===== config.mk =====
export PLATFORM = sky130hd
export DESIGN_NAME = im_loader
export DESIGN_NICKNAME = d
export VERILOG_FILES = /design/src/rtl/im_loader_pkg.sv /design/src/rtl/im_loader_timeout.sv /design/src/rtl/im_loader.sv
export SDC_FILE = /design/constraint.sdc
export NUM_CORES = 1
export LEC_CHECK = 0
export ABC_AREA = 1
export BUFFER_PORTS_ARGS = -buffer_cell sky130_fd_sc_hd__buf_4
export CAP_MARGIN = 20
export CORE_MARGIN = 2
export CORE_UTILIZATION = 30
export DETAILED_ROUTE_END_ITERATION = 8
export PLACE_DENSITY = 0.54
export SLEW_MARGIN = 20
export SYNTH_ARGS = -nofsm -noshare
export SYNTH_HDL_FRONTEND = slang
export SYNTH_SLANG_ARGS = --single-unit
export TNS_END_PERCENT = 50

===== constraint.sdc =====
create_clock -name clk -period 3 [get_ports clk]
set_input_delay 0.45 -clock clk [delete_from_list [all_inputs] [get_ports clk]]
set_output_delay 0.45 -clock clk [all_outputs]
set_load 0.03 [all_outputs]

===== src/rtl/im_loader_pkg.sv =====
// Shared encodings for the instruction-memory loader: FSM states and the frame header byte.
package im_loader_pkg;
  typedef enum logic [2:0] {
    ST_IDLE,
    ST_CNT_HI,
    ST_CNT_LO,
    ST_DATA,
    ST_WRITE,
    ST_CSUM
  } ldr_state_e;

  localparam logic [7:0] FRAME_HDR = 8'hA5;
endpackage


===== src/rtl/im_loader_timeout.sv =====
// Idle watchdog: reloadable down counter that pulses o_expire once TIMEOUT idle cycles elapse.
module ldr_timeout #(
  parameter int TIMEOUT = 1000
) (
  input  logic clk,
  input  logic rst_f,
  input  logic i_load,
  input  logic i_en,
  output logic o_expire
);
  localparam int CW = $clog2(TIMEOUT);
  localparam logic [CW-1:0] RELOAD = CW'(TIMEOUT - 1);

  logic [CW-1:0] r_cnt;

  always_ff @(posedge clk or negedge rst_f) begin
    if (!rst_f)                      r_cnt <= RELOAD;
    else if (i_load)                 r_cnt <= RELOAD;
    else if (i_en && r_cnt != '0)    r_cnt <= r_cnt - CW'(1);
  end

  // A byte arriving on the last tolerated cycle still wins over expiry.
  assign o_expire = i_en & ~i_load & (r_cnt == '0);
endmodule


===== src/rtl/im_loader.sv =====
// Framed byte-stream loader: assembles 32-bit words, writes them to instruction memory
// from address 0 and releases the core only after the frame checksum verifies.
module im_loader
  import im_loader_pkg::*;
#(
  parameter int ADDR_W  = 16,
  parameter int DEPTH   = 65536,
  parameter int TIMEOUT = 1000
) (
  input  logic              clk,
  input  logic              rst_f,
  input  logic [7:0]        rx_data,
  input  logic              rx_valid,
  output logic              rx_ready,
  output logic              im_we,
  output logic [ADDR_W-1:0] im_addr,
  output logic [31:0]       im_wdata,
  output logic              cpu_rst_f,
  output logic              busy,
  output logic              load_ok,
  output logic              load_err,
  output logic [15:0]       word_cnt
);
  localparam logic [16:0] DEPTH_L = 17'(DEPTH);

  ldr_state_e        r_state;
  logic [15:0]       r_n;
  logic [1:0]        r_bsel;
  logic [7:0]        r_xor;
  logic              r_we;
  logic [ADDR_W-1:0] r_addr;
  logic [31:0]       r_wdata;
  logic              r_cpu_rst_f;
  logic              r_ok;
  logic              r_err;
  logic [15:0]       r_word_cnt;

  logic        w_xfer;
  logic        w_tmo_en;
  logic        w_tmo_exp;
  logic [15:0] w_n_rx;
  logic        w_too_big;
  logic [15:0] w_cnt_nxt;

  assign rx_ready  = (r_state != ST_WRITE);
  assign busy      = (r_state != ST_IDLE);
  assign w_xfer    = rx_valid & rx_ready;
  assign w_tmo_en  = busy && (r_state != ST_WRITE);
  assign w_n_rx    = {r_n[15:8], rx_data};
  assign w_too_big = {1'b0, w_n_rx} > DEPTH_L;
  assign w_cnt_nxt = r_word_cnt + 16'd1;

  // Counter stays loaded while disarmed, so every armed state starts with a full budget.
  ldr_timeout #(.TIMEOUT(TIMEOUT)) u_tmo (
    .clk     (clk),
    .rst_f   (rst_f),
    .i_load  (w_xfer | ~w_tmo_en),
    .i_en    (w_tmo_en),
    .o_expire(w_tmo_exp)
  );

  always_ff @(posedge clk or negedge rst_f) begin
    if (!rst_f) begin
      r_state     <= ST_IDLE;
      r_n         <= '0;
      r_bsel      <= '0;
      r_xor       <= '0;
      r_we        <= 1'b0;
      r_addr      <= '0;
      r_wdata     <= '0;
      r_cpu_rst_f <= 1'b0;
      r_ok        <= 1'b0;
      r_err       <= 1'b0;
      r_word_cnt  <= '0;
    end else begin
      r_we <= 1'b0;
      if (w_tmo_exp) begin
        // Abort keeps already-written words and leaves the core held.
        r_err   <= 1'b1;
        r_state <= ST_IDLE;
      end else begin
        case (r_state)
          ST_IDLE: if (w_xfer && rx_data == FRAME_HDR) begin
            r_state     <= ST_CNT_HI;
            r_ok        <= 1'b0;
            r_err       <= 1'b0;
            r_word_cnt  <= '0;
            r_addr      <= '0;
            r_xor       <= '0;
            r_cpu_rst_f <= 1'b0;
          end
          ST_CNT_HI: if (w_xfer) begin
            r_n[15:8] <= rx_data;
            r_state   <= ST_CNT_LO;
          end
          ST_CNT_LO: if (w_xfer) begin
            r_n[7:0] <= rx_data;
            r_bsel   <= '0;
            if (w_too_big) begin
              r_err   <= 1'b1;
              r_state <= ST_IDLE;
            end else if (w_n_rx == 16'd0) begin
              r_state <= ST_CSUM;
            end else begin
              r_state <= ST_DATA;
            end
          end
          ST_DATA: if (w_xfer) begin
            r_wdata <= {r_wdata[23:0], rx_data};
            r_xor   <= r_xor ^ rx_data;
            r_bsel  <= r_bsel + 2'd1;
            if (r_bsel == 2'd3) begin
              r_we    <= 1'b1;
              r_state <= ST_WRITE;
            end
          end
          ST_WRITE: begin
            r_addr     <= r_addr + ADDR_W'(1);
            r_word_cnt <= w_cnt_nxt;
            r_state    <= (w_cnt_nxt == r_n) ? ST_CSUM : ST_DATA;
          end
          ST_CSUM: if (w_xfer) begin
            if (rx_data == r_xor) begin
              r_ok        <= 1'b1;
              r_cpu_rst_f <= 1'b1;
            end else begin
              r_err <= 1'b1;
            end
            r_state <= ST_IDLE;
          end
          default: r_state <= ST_IDLE;
        endcase
      end
    end
  end

  assign im_we     = r_we;
  assign im_addr   = r_addr;
  assign im_wdata  = r_wdata;
  assign cpu_rst_f = r_cpu_rst_f;
  assign load_ok   = r_ok;
  assign load_err  = r_err;
  assign word_cnt  = r_word_cnt;
endmodule


==> flow_results.org <==
** Floorplanning
- The initialized floorplan defines slightly below 50 standard-cell rows.
- The die covers just under 20,000 µm².
- Once the floorplan was initialized, standard cells occupied a little under a third of the core.
- Die height :: between 100 and 150 µm
- Core footprint :: 18,100 µm²
- Number of placed I/O pins :: 81
- Width of the die :: ~140 µm

** Global route
- For this run, the total global-route usage over all layers was measured as between 15 and 20%.
- GRT Residual Overflow :: 0
- Entering global routing, the biggest net connects between 40 and 50 pins.
- The number of global-route vias before repair came to 4,595.
- Wire length of the first global-routing pass :: 23,800 µm
- Number of antenna violations at the first check in global routing :: 0

** Route
- Via density per instance :: 4.73
- Residual DRC count :: 0
- Summing over every cut layer, the via total after detailed routing is around 4.7k.
- Starting DRC count in detailed routing :: 337
- DRT Pass-1 Iters :: 4
- After detailed routing, the average wire length per cell comes to ~14 µm.
- Total detailed-routing wirelength :: about 14,000 µm
- Post-route antenna net violation count :: 0

** Clocking
- The H-tree was split into 3 levels.
- Clock transition time at the flip-flop clock pins of the worst setup and hold paths :: 0.08 ns
- Clock tree synthesis selected as its root buffer the cell sky130_fd_sc_hd__clkbuf_16.
- Setup bufs post-CTS :: 0
- The clock net in this run drives a total of roughly 110 sinks.
- Buffers inserted to repair hold after CTS numbered 0.
- Gates resized during post-CTS repair numbered 0.
- Skew-Pair Late Insertion Delay :: around 0.36 ns
- The clock passes through at most 2 buffers.
- Counting the buffers created by CTS gives 9.
- Clock tree from TritonCTS :: built

** Critical path
- Data arrives at the worst endpoint at ~2.9 ns.
- Worst-path cell with the longest stage delay :: sky130_fd_sc_hd__nor2_2
- Critical-path cell list :: nor2_4 -> nand2_4 -> inv_4 -> nor2_2 -> nand4_2 -> nor2_4 -> nor2_2 -> inv_2 -> nand2_1 -> inv_1 -> nor3_1
- The cell family contributing the most delay on the critical path is simple AND/OR/NAND/NOR gates.
- The worst setup path is launched from a flop.
- Endpoint kind of the worst setup timing path :: flop
- Peak per-stage delay on the critical path :: between 0.5 and 0.6 ns
- Launch instance of the worst register-to-register path :: r_state[0]$_DFFE_PN0P_
- Worst Path Buf+Inv :: 3
- Worst setup startpoint :: r_state[0]$_DFFE_PN0P_
- STA puts the critical path data required time at approximately 3.3 ns.
- Class of the most critical setup path :: reg -> reg
- Maximum fanout along the worst path :: 20

** Logic synthesis
- For this run, asynchronously set or reset flops after synthesis account for 100%.
- Number of enable flip-flop cells after synthesis :: 0
- Portion of the post-synthesis area used by sequential elements :: a little under half
- For this run, the leading register cell type out of synthesis is sky130_fd_sc_hd__dfrtp_1.
- For this run, the number of Yosys warnings is 0.
- Instance count of the mapped netlist :: 683
- Synth Area per Inst :: between 8 and 9 µm²
- The synthesized netlist occupies a cell area of about 5600 µm².
- Number of storage elements in the synthesis netlist :: between 100 and 150
- Post-synthesis net count :: roughly 700
- Number of distinct library cells after synthesis :: 41

** Timing
- The final critical path takes up a little under nine tenths of the cycle.
- In this run the tightest slew margin relative to its limit is about 54%.
- Tightest hold margin :: between 0.1 and 0.15 ns
- Final setup violation count :: 0
- Achievable frequency :: just under 400 MHz
- The number of max-slew violations in the final report was 0.
- For the final database, setup skew stands at between 0.009 and 0.01 ns.
- Final hold violations :: 0
- Summed over all failing endpoints, the final setup total negative slack is 0 ns.
- Setup repair after global routing left no endpoint under its margin.
- After layout, the minimum clock period comes to between 2 and 3 ns.
- At the pin with the least slew margin, the transition time is 0.685 ns.

** Power and ir drop
- Leakage dissipation :: about 3.4 nW
- After layout, the design draws a total of approximately 7.4 mW.
- Across the VDD grid, the largest voltage drop is 0.490 mV.
- Power spread over the standard cell area amounts to ~1100 nW/µm².

** Place
- HPWL after detailed placement :: approximately 10,000 µm
- In this run the tool buffered the top-level ports with 80 buffer cells.
- Global placement routability congestion :: 0.831

** Status
- The flow ran to the end, and the final reports show no timing, DRC or antenna violations.

** Run
- Number of maximum-capacitance violations :: 0

** Finish
- Net count, final :: approximately 800
- Share of final-layout standard cells stronger than drive strength 1 :: roughly a fifth
- Antenna diode instance count :: 0
- Relative to the synthesized area, the layout overhead comes to 21.1%.

** Worst hold path
- Class of the most critical hold timing path :: in -> async
-- layout by cell type (no fill, tap or decap), types with 8 or more instances in the layout --
| master | netlist | final |
|---|---|---|
| sky130_fd_sc_hd__nor2_1 | 48 | 48 |
| sky130_fd_sc_hd__o22ai_1 | 12 | 12 |
| sky130_fd_sc_hd__nand3_1 | 71 | 71 |
| sky130_fd_sc_hd__dfrtp_1 | 98 | 98 |
| sky130_fd_sc_hd__nand4_1 | 14 | 14 |
| sky130_fd_sc_hd__dfstp_2 | 8 | 8 |
| sky130_fd_sc_hd__xnor2_1 | 9 | 9 |
| sky130_fd_sc_hd__o21ai_0 | 60 | 60 |
| sky130_fd_sc_hd__mux2_2 | 24 | 24 |
| sky130_fd_sc_hd__xor2_1 | 8 | 8 |
| sky130_fd_sc_hd__buf_4 | 1 | 82 |
| sky130_fd_sc_hd__nor3_1 | 11 | 11 |
| sky130_fd_sc_hd__inv_1 | 90 | 90 |
| sky130_fd_sc_hd__nand2_1 | 158 | 157 |
| sky130_fd_sc_hd__clkbuf_16 | 0 | 9 |
| sky130_fd_sc_hd__a21oi_1 | 8 | 8 |
-- worst register-to-register path, delay by kind of cell (launching register included) --
kind,cells,cell delay (ns)
simple gates,8,1.45
buf+inv,3,0.61
flops,1,0.45
-- worst paths after layout --
| check | endpoint | slack [ns] | depth (start not counted) |
|---|---|---|---|
| max | im_addr[2]$_DFFE_PN0P_ | 0.43 | 11 |
| min | im_addr[13]$_DFFE_PN0P_ | 0.12 | 1 |
| max reg2reg | im_addr[2]$_DFFE_PN0P_ | 0.43 | 11 |
| min reg2reg | u_tmo.r_cnt[7]$_DFFE_PN1P_ | 0.50 | 2 |
| max in group asynchronous | r_n[15]$_DFFE_PN0P_ | 2.17 | 2 |
| min in group clk | r_xor[5]$_DFFE_PN0P_ | 0.41 | 3 |
-- sequential cells by signal (all words and copies together), names as in the netlist --
register and flops:
word_cnt 16, r_xor 8, u_tmo.r_cnt 10, im_we 1, im_wdata 32, r_state 3, r_bsel 2, r_n 16
load_ok 1, im_addr 16, load_err 1
-- Yosys cell counts, types with 3 or more instances --
master                     number  area share [%]
sky130_fd_sc_hd__buf_2          4            0.36
sky130_fd_sc_hd__nor2_1        48             3.2
sky130_fd_sc_hd__inv_1         90             6.0
sky130_fd_sc_hd__clkbuf_1       9            0.60
sky130_fd_sc_hd__xor2_1         8             1.3
sky130_fd_sc_hd__nor2_4         4            0.81
sky130_fd_sc_hd__o211ai_1       3            0.40
sky130_fd_sc_hd__nor4_1         3            0.34
sky130_fd_sc_hd__nand4_1       14             1.6
sky130_fd_sc_hd__dfstp_2        8             3.8
sky130_fd_sc_hd__o21ai_0       60             5.4
sky130_fd_sc_hd__dfrtp_1       98              44
sky130_fd_sc_hd__ha_1           4            0.90
sky130_fd_sc_hd__a21oi_1        8            0.72
sky130_fd_sc_hd__mux2_2        24             4.8
sky130_fd_sc_hd__xnor2_1        9             1.4
sky130_fd_sc_hd__nand2_1      158              11
sky130_fd_sc_hd__nor3_1        11            0.98
sky130_fd_sc_hd__nor2_2         7            0.78
sky130_fd_sc_hd__nand3b_1       5            0.67
sky130_fd_sc_hd__nand3_1       71             6.4
sky130_fd_sc_hd__o22ai_1       12             1.3
-- metal layers --
| metal | global-route usage (%) | wire (µm) | share of wire, % |
|---|---|---|---|
| met1 | 21.7 | 7160 | 51 |
| met3 | 4.34 | 836 | 5.9 |
| met2 | 22.3 | 6010 | 43 |
| met5 | 0 | 0 | 0 |
| met4 | 3.74 | 133 | 0.94 |
-- power breakdown --
| part | switching (mW) | internal, mW | total, mW |
|---|---|---|---|
| sequential | 0.637 | 2.00 | 2.63 |
| clock | 0.614 | 0.672 | 1.29 |
| combinational | 2.18 | 1.31 | 3.49 |
-- per-stage QoR --
stage	utilization (%)	cell area, µm²	setup slack (ns)	cells
finish	37.3	6770	0.425	996
CTS	37.3	6770	0.379	996
global route	37.3	6770	0.166	996
floorplan	-	5590	1.03	683
detailed placement	35.5	6450	0.408	980
global placement	35.5	6450	0.490	980
-- final cells by class --
cell class              count  area, µm²
clock buffers               9        225
clock inverters             7       93.8
fillers                  1882      11400
inverters                  93        352
multi-input cells         468       2490
flip-flops and latches    106       2660
well taps                 229        287
repair buffers             84        656
-- logic make-up after synthesis --
| group | count (synthesis) | synth area share, % |
|---|---|---|
| AOI/OAI and AO/OA | 91 | 8.86 |
| xor gates and xnor gates | 18 | 3.09 |
| adders and majority gates | 4 | 0.895 |
| buffers and inverters | 109 | 7.79 |
| DFF | 106 | 47.6 |
| muxes | 24 | 4.83 |
| and+or+nand+nor | 331 | 26.9 |
No activity file was read; power rests on OpenSTA's default activity.
